===== config.mk =====
export PLATFORM = sky130hd
export DESIGN_NAME = merge2cam_sync_ctrl
export DESIGN_NICKNAME = d
export VERILOG_FILES = /design/src/rtl/merge2cam_pkg.sv /design/src/rtl/merge2cam_sync_ctrl_sat_counter.sv /design/src/rtl/merge2cam_sync_ctrl.sv
export SDC_FILE = /design/constraint.sdc
export NUM_CORES = 1
export LEC_CHECK = 0
export CAP_MARGIN = 20
export CORE_MARGIN = 10
export CORE_UTILIZATION = 35
export DETAILED_ROUTE_END_ITERATION = 10
export HOLD_SLACK_MARGIN = 0.08
export PLACE_DENSITY = 0.52
export SYNTH_ARGS = -nofsm -noshare
export SYNTH_HDL_FRONTEND = slang
export SYNTH_SLANG_ARGS = --single-unit

===== constraint.sdc =====
create_clock -name clk -period 4.8 [get_ports clk]
set_input_delay 1.2 -clock clk [delete_from_list [all_inputs] [get_ports clk]]
set_output_delay 1.2 -clock clk [all_outputs]
set_load 0.01 [all_outputs]

===== src/rtl/merge2cam_pkg.sv =====
`default_nettype none
// ============================================================================
// Module   : merge2cam_pkg
// Brief    : Shared encodings for the two-camera merge scheduler.
// Revision : 1.0 - initial release
// ============================================================================
package merge2cam_pkg;

    localparam logic [1:0] MODE_BOTH = 2'b00;
    localparam logic [1:0] MODE_LEFT = 2'b01;
    localparam logic [1:0] MODE_RGHT = 2'b10;

    localparam logic [1:0] ST_IDLE   = 2'b00;
    localparam logic [1:0] ST_WAIT_R = 2'b01;
    localparam logic [1:0] ST_WAIT_L = 2'b10;

    // 4 ms at 25 MHz
    localparam int C_DEFAULT_TIMEOUT_CYCLES = 100000;

endpackage
`default_nettype wire


===== src/rtl/merge2cam_sync_ctrl_sat_counter.sv =====
`default_nettype none
// ============================================================================
// Module   : sat_counter
// Brief    : Up-counter that sticks at MAX_VAL; clear wins over increment.
// Revision : 1.0 - initial release
// ============================================================================
module sat_counter #(
    parameter int               WIDTH   = 8,
    parameter logic [WIDTH-1:0] MAX_VAL = {WIDTH{1'b1}}
) (
    input  logic             clk,
    input  logic             rst,
    input  logic             i_inc,
    input  logic             i_clr,
    output logic [WIDTH-1:0] o_count
);

    logic [WIDTH-1:0] r_count;

    always_ff @(posedge clk or negedge rst) begin
        if (!rst) begin
            r_count <= '0;
        end else if (i_clr) begin
            r_count <= '0;
        end else if (i_inc && (r_count != MAX_VAL)) begin
            r_count <= r_count + WIDTH'(1);
        end
    end

    assign o_count = r_count;

endmodule
`default_nettype wire


===== src/rtl/merge2cam_sync_ctrl.sv =====
`default_nettype none
// ============================================================================
// Module   : merge2cam_sync_ctrl
// Brief    : Pairs left/right frame pulses within a timeout window and issues
//            merge strobes, degrading to single-camera mode on a stall.
// Revision : 1.0 - initial release
// ============================================================================
module merge2cam_sync_ctrl
    import merge2cam_pkg::*;
#(
    parameter int C_TIMEOUT_CYCLES  = C_DEFAULT_TIMEOUT_CYCLES,
    parameter int C_NB_TIMEOUT      = $clog2(C_TIMEOUT_CYCLES + 1),
    parameter int C_NB_MISS         = 8,
    parameter int C_MAX_CONSEC_MISS = 4
) (
    input  logic                    clk,
    input  logic                    rst,
    input  logic                    enable,
    input  logic                    clr_stats,
    input  logic                    new_frame_proc_l,
    input  logic                    new_frame_proc_r,
    output logic                    merge_strobe_o,
    output logic [1:0]              merge_mode_o,
    output logic [C_NB_TIMEOUT-1:0] skew_o,
    output logic [C_NB_MISS-1:0]    miss_cnt_l_o,
    output logic [C_NB_MISS-1:0]    miss_cnt_r_o,
    output logic                    cam_fail_l_o,
    output logic                    cam_fail_r_o,
    output logic                    busy_o
);

    localparam int                       C_NB_CONSEC  = $clog2(C_MAX_CONSEC_MISS + 1);
    localparam logic [C_NB_TIMEOUT-1:0]  C_CNT_LAST   = C_NB_TIMEOUT'(C_TIMEOUT_CYCLES - 1);
    localparam logic [C_NB_CONSEC-1:0]   C_CONSEC_MAX = C_NB_CONSEC'(C_MAX_CONSEC_MISS);
    localparam logic [C_NB_CONSEC-1:0]   C_CONSEC_ARM = C_NB_CONSEC'(C_MAX_CONSEC_MISS - 1);

    logic [1:0]              r_state;
    logic [C_NB_TIMEOUT-1:0] r_cnt;
    logic                    r_strobe;
    logic [1:0]              r_mode;
    logic [C_NB_TIMEOUT-1:0] r_skew;
    logic                    r_fail_l;
    logic                    r_fail_r;

    logic [1:0]              w_state_nxt;
    logic [C_NB_TIMEOUT-1:0] w_cnt_nxt;
    logic                    w_strobe_nxt;
    logic [1:0]              w_mode_nxt;
    logic [C_NB_TIMEOUT-1:0] w_skew_nxt;
    logic                    w_miss_l;
    logic                    w_miss_r;
    logic                    w_pair;
    logic [C_NB_CONSEC-1:0]  w_consec_l;
    logic [C_NB_CONSEC-1:0]  w_consec_r;

    always_ff @(posedge clk or negedge rst) begin
        if (!rst) begin
            r_state  <= ST_IDLE;
            r_cnt    <= '0;
            r_strobe <= 1'b0;
            r_mode   <= MODE_BOTH;
            r_skew   <= '0;
        end else begin
            r_state  <= w_state_nxt;
            r_cnt    <= w_cnt_nxt;
            r_strobe <= w_strobe_nxt;
            r_mode   <= w_mode_nxt;
            r_skew   <= w_skew_nxt;
        end
    end

    always_comb begin
        w_state_nxt  = r_state;
        w_cnt_nxt    = r_cnt;
        w_strobe_nxt = 1'b0;
        w_mode_nxt   = r_mode;
        w_skew_nxt   = r_skew;
        w_miss_l     = 1'b0;
        w_miss_r     = 1'b0;
        w_pair       = 1'b0;

        if (!enable) begin
            // open window is dropped silently, nothing counted
            w_state_nxt = ST_IDLE;
            w_cnt_nxt   = '0;
        end else begin
            case (r_state)
                ST_IDLE: begin
                    w_cnt_nxt = '0;
                    if (new_frame_proc_l && new_frame_proc_r) begin
                        w_strobe_nxt = 1'b1;
                        w_mode_nxt   = MODE_BOTH;
                        w_skew_nxt   = '0;
                        w_pair       = 1'b1;
                    end else if (new_frame_proc_l) begin
                        if (r_fail_r) begin
                            w_strobe_nxt = 1'b1;
                            w_mode_nxt   = MODE_LEFT;
                        end else begin
                            w_state_nxt = ST_WAIT_R;
                        end
                    end else if (new_frame_proc_r) begin
                        if (r_fail_l) begin
                            w_strobe_nxt = 1'b1;
                            w_mode_nxt   = MODE_RGHT;
                        end else begin
                            w_state_nxt = ST_WAIT_L;
                        end
                    end
                end

                ST_WAIT_R: begin
                    if (new_frame_proc_r) begin
                        // a simultaneous left pulse reopens the window
                        w_strobe_nxt = 1'b1;
                        w_mode_nxt   = MODE_BOTH;
                        w_skew_nxt   = r_cnt + C_NB_TIMEOUT'(1);
                        w_pair       = 1'b1;
                        w_cnt_nxt    = '0;
                        w_state_nxt  = new_frame_proc_l ? ST_WAIT_R : ST_IDLE;
                    end else if (new_frame_proc_l) begin
                        w_strobe_nxt = 1'b1;
                        w_mode_nxt   = MODE_LEFT;
                        w_miss_r     = 1'b1;
                        w_cnt_nxt    = '0;
                    end else if (r_cnt == C_CNT_LAST) begin
                        w_strobe_nxt = 1'b1;
                        w_mode_nxt   = MODE_LEFT;
                        w_miss_r     = 1'b1;
                        w_cnt_nxt    = '0;
                        w_state_nxt  = ST_IDLE;
                    end else begin
                        w_cnt_nxt = r_cnt + C_NB_TIMEOUT'(1);
                    end
                end

                ST_WAIT_L: begin
                    if (new_frame_proc_l) begin
                        w_strobe_nxt = 1'b1;
                        w_mode_nxt   = MODE_BOTH;
                        w_skew_nxt   = r_cnt + C_NB_TIMEOUT'(1);
                        w_pair       = 1'b1;
                        w_cnt_nxt    = '0;
                        w_state_nxt  = new_frame_proc_r ? ST_WAIT_L : ST_IDLE;
                    end else if (new_frame_proc_r) begin
                        w_strobe_nxt = 1'b1;
                        w_mode_nxt   = MODE_RGHT;
                        w_miss_l     = 1'b1;
                        w_cnt_nxt    = '0;
                    end else if (r_cnt == C_CNT_LAST) begin
                        w_strobe_nxt = 1'b1;
                        w_mode_nxt   = MODE_RGHT;
                        w_miss_l     = 1'b1;
                        w_cnt_nxt    = '0;
                        w_state_nxt  = ST_IDLE;
                    end else begin
                        w_cnt_nxt = r_cnt + C_NB_TIMEOUT'(1);
                    end
                end

                default: begin
                    w_state_nxt = ST_IDLE;
                    w_cnt_nxt   = '0;
                end
            endcase
        end
    end

    sat_counter #(.WIDTH(C_NB_MISS)) u_miss_l (
        .clk     (clk),
        .rst     (rst),
        .i_inc   (w_miss_l),
        .i_clr   (clr_stats),
        .o_count (miss_cnt_l_o)
    );

    sat_counter #(.WIDTH(C_NB_MISS)) u_miss_r (
        .clk     (clk),
        .rst     (rst),
        .i_inc   (w_miss_r),
        .i_clr   (clr_stats),
        .o_count (miss_cnt_r_o)
    );

    // any completed pair ends both cameras' miss streaks
    sat_counter #(.WIDTH(C_NB_CONSEC), .MAX_VAL(C_CONSEC_MAX)) u_consec_l (
        .clk     (clk),
        .rst     (rst),
        .i_inc   (w_miss_l),
        .i_clr   (clr_stats | w_pair),
        .o_count (w_consec_l)
    );

    sat_counter #(.WIDTH(C_NB_CONSEC), .MAX_VAL(C_CONSEC_MAX)) u_consec_r (
        .clk     (clk),
        .rst     (rst),
        .i_inc   (w_miss_r),
        .i_clr   (clr_stats | w_pair),
        .o_count (w_consec_r)
    );

    always_ff @(posedge clk or negedge rst) begin
        if (!rst) begin
            r_fail_l <= 1'b0;
            r_fail_r <= 1'b0;
        end else begin
            if (clr_stats || w_pair) begin
                r_fail_l <= 1'b0;
            end else if (w_miss_l && (w_consec_l >= C_CONSEC_ARM)) begin
                r_fail_l <= 1'b1;
            end
            if (clr_stats || w_pair) begin
                r_fail_r <= 1'b0;
            end else if (w_miss_r && (w_consec_r >= C_CONSEC_ARM)) begin
                r_fail_r <= 1'b1;
            end
        end
    end

    assign merge_strobe_o = r_strobe;
    assign merge_mode_o   = r_mode;
    assign skew_o         = r_skew;
    assign cam_fail_l_o   = r_fail_l;
    assign cam_fail_r_o   = r_fail_r;
    assign busy_o         = (r_state == ST_WAIT_R) || (r_state == ST_WAIT_L);

endmodule
`default_nettype wire


==> results.txt <==
----------------------------------------------------
[Status]
  Outcome ... finished, final reports clean

[Worst setup path]
  Sort of element at the end of the critical path ... primary output
  Worst endpoint data arrival time ... 2150 ps
  Element type at the critical path start ... flip-flop
  Count of cells along the worst register-to-register path ... 6
  Start-to-end type of the worst setup path ... flip-flop to primary output
  Highest net fanout along the worst path ... 13
  Required time worst endpoint ... 3600 ps

[Pwr]
  Power per cell area ... 287 nW/um^2
  Maximum resistive drop on vdd ... 152 uV
  Leakage ... 1.69 nW

[Routing]
  DRC violation count after routing ... 0
  Pre-antenna DRT Iters ... 4
  Final Routed Wirelength ... 8160 um
  Vias after detailed routing ... 2865
  Wire length per cell after detailed routing ... 14.7 um
  Vias per std cell ... 5.17
  Post-route antenna net violation count ... 0
  Violation count after the first detailed-routing iteration ... 135

[STA]
  Minimum clock period ... 3350 ps
  Worst slew margin relative to its limit ... 43.8%
  Setup TNS after final layout ... 0 ps
  Hold Violations, Final ... 0
  Highest attainable clock frequency ... 299 MHz
  Max Slew Vio Count ... 0
  PnR worst setup slack ... 1450 ps
  Setup repair after global routing missed its margin ... no
  Tcrit/Tclk final ... 69.8%
  Post-Route Hold Slack ... 485 ps
  Worst-margin pin slew ... 843 ps
  Skew final ... 6.56 ps
  Number of setup violations in the final report ... 0

[Floorplan]
  Die span in x ... 119 um
  Die outline area ... 14200 um^2
  Core Footprint ... 9680 um^2
  Initial core utilization ... 35.5%
  Overall die height ... 119 um
  Io pins ... 45
  Site Rows ... 36

[Yosys]
  Post-synthesis compound-gate area fraction ... 16.2%
  Simple logic cell fraction of the synthesized area ... 24.1%
  Count of different cell masters after synthesis ... 54
  Most instantiated flip-flop cell in the synthesis netlist ... dfrtp_1
  Syn_area_per_cell ... 9.24 um^2
  Net count of the mapped netlist ... 391
  Synthesized instance count ... 372
  Synthesized-area fraction occupied by xor and xnor cells ... 3.82%
  Yosys warnings ... 0
  Fraction of the yosys area taken by sequential cells ... 45.9%
  Flip-flop and latch count after synthesis ... 63
  Dominant combinational cell family by area after synthesis ... simple AND/OR/NAND/NOR gates
  Multiplexer area fraction after synthesis ... 1.89%
  Post-Syn Area ... 3440 um^2
  Number of enable-type register cells in the synthesized netlist ... 0
  Adder-cell share of the synthesized area ... 4.73%
  Proportion of register bits with asynchronous set or reset after synthesis ... 100%

[GRT]
  Met3 Track Usage GR ... 3.92%
  Total congestion overflow ... 0
  Global-route wire length before repair ... 14000 um
  Layer carrying the most global-route usage ... met2
  Number of antenna violations at the first check in global routing ... 0
  Met2 track demand over resource in global routing ... 19.5%
  Via count of the first global-routing pass ... 2876
  Met1 global-route usage ... 13.9%
  Maximum number of pins on one net before global-route repair ... 38
  Global-route total usage across every layer ... 11.9%

[Clocking]
  Post-cts hold buffer count ... 0
  Buffers from clock root to sink, at most ... 2
  CTS Root Buffer Type ... clkbuf_8
  Clock Latency Late Sink ... 340 ps
  Clock tree from TritonCTS ... built
  Post-cts gate resize count ... 0
  Total number of H-tree levels ... 3
  Sink Count ... 63
  Clock transition at path regs ... 70 ps
  Buffers inserted during post-CTS setup optimization ... 0
  Number of buffers inserted during clock tree synthesis ... 9

[Place]
  Gp weighted congestion ... 0.816
  Detail Placement HPWL ... 5800 um
  Area post-placement ... 4010 um^2
  Post-place setup slack ... 1390 ps
  Count of buffers from port buffering ... 44

[Flow run]
  Max-capacitance violation count ... 0

[Finish]
  Area of all placed cells without fillers ... 4230 um^2
  Area taken by multi-input logic gates ... 1750 um^2
  Proportion of layout cells with a drive suffix above 1 ... 7.60%
  Number of fillers in the final layout ... 968
  Post-synthesis to final-layout area growth ... 23.0%
  Core Util, Final ... 43.7%
  Net count of the finished layout ... 435
  Antenna diode count ... 0
  Sequential cell area in the final layout ... 1580 um^2

[Hold path]
  Worst min-delay path category ... flip-flop to flip-flop
  Number of cells traversed by the worst hold path ... 2

----------------------------------------------------
[per-layer routing]
layer	wire [um]	share of wire, %
met5	0	0
met4	166	2.0
met3	491	6.0
met2	3900	48
met1	3600	44
[final timing paths]
| check | end | startpoint | slack (ps) |
|---|---|---|---|
| setup / recovery | busy_o | r_state[0] | 1450 |
| hold / removal | skew_o[11] | skew_o[11] | 490 |
| setup reg to reg | u_miss_r.o_count[0] | r_state[0] | 2550 |
| hold reg to reg | skew_o[11] | skew_o[11] | 490 |
| max in group asynchronous | r_cnt[13] | rst | 2980 |
| min in group asynchronous | u_miss_l.o_count[4] | rst | 960 |
[cell type report]
| cell class | count | area share (%) |
|---|---|---|
| Tap cell | 133 | 3.94 |
| Clock buffer | 11 | 3.34 |
| Clock inverter | 5 | 1.92 |
| Inverter | 16 | 1.42 |
| Multi-Input combinational cell | 280 | 41.4 |
| Timing Repair Buffer | 46 | 10.7 |
| Sequential cell | 63 | 37.3 |
[cell families after synthesis]
kind of cell / after synthesis
buffers and inverters: 29
adder cells (fa/ha/maj): 13
AO/OA/AOI/OAI: 89
XOR/XNOR: 15
AND/OR/NAND/NOR: 157
multiplexers: 6
flip-flops: 63
[critical path, stage by stage (launching register included)]
cell and delay [ps]:
dfrtp_1 480, inv_1 100, ha_1 590, clkdlybuf4s50_1 630
[flip-flops by register name, summed over array words and instances (netlist names)]
| register | count |
|---|---|
| merge_strobe_o | 1 |
| r_state | 2 |
| r_cnt | 17 |
| merge_mode_o | 2 |
| u_consec_r.o_count | 3 |
| u_consec_l.o_count | 3 |
| cam_fail_l_o | 1 |
| u_miss_r.o_count | 8 |
| skew_o | 17 |
| u_miss_l.o_count | 8 |
| cam_fail_r_o | 1 |
[power by group]
part / switching [mW] / leakage, nW / total (mW) / internal [mW]
clock network: 0.215 / 0.110 / 0.522 / 0.307
logic: 0.0861 / 0.703 / 0.142 / 0.0563
registers: 0.00786 / 0.875 / 0.551 / 0.543
total: 0.309 / 1.69 / 1.21 / 0.906
[stage by stage]
stage	total power, mW	instances
floorplan	0.643	372
global placement	0.706	538
detailed placement	0.707	538
CTS	1.24	554
global route	1.27	554
finish	1.21	554
[placed cells by master, fill, tap and decap left out, drive strengths merged, types with 3 or more instances in the layout]
cell type       n
a21oi          27
a31o            3
a31oi           3
a41oi           3
and3            4
and4            5
buf             3
clkbuf         11
clkdlybuf4s50  43
dfrtp          63
ha             13
inv            16
mux2            4
nand2          38
nand2b          8
nand3          22
nand4           5
nor2           43
nor2b           5
nor3            5
nor4            3
o211ai          3
o21ai          34
o31ai           6
or3             4
or4             5
xnor2          10
xor2            5
[cells in the mapped netlist, types with 6 or more instances]
| master | count | share of area [%] |
|---|---|---|
| nand3_1 | 21 | 3.1 |
| a21oi_1 | 26 | 3.8 |
| inv_1 | 16 | 1.7 |
| o21ai_0 | 32 | 4.7 |
| dfrtp_1 | 63 | 46 |
| o31ai_1 | 6 | 1.3 |
| nor2_1 | 43 | 4.7 |
| nand2_1 | 38 | 4.2 |
| clkbuf_1 | 8 | 0.87 |
| ha_1 | 13 | 4.7 |
| xnor2_1 | 10 | 2.5 |
| nand2b_1 | 8 | 1.5 |
(Power assumes the default switching activity.)
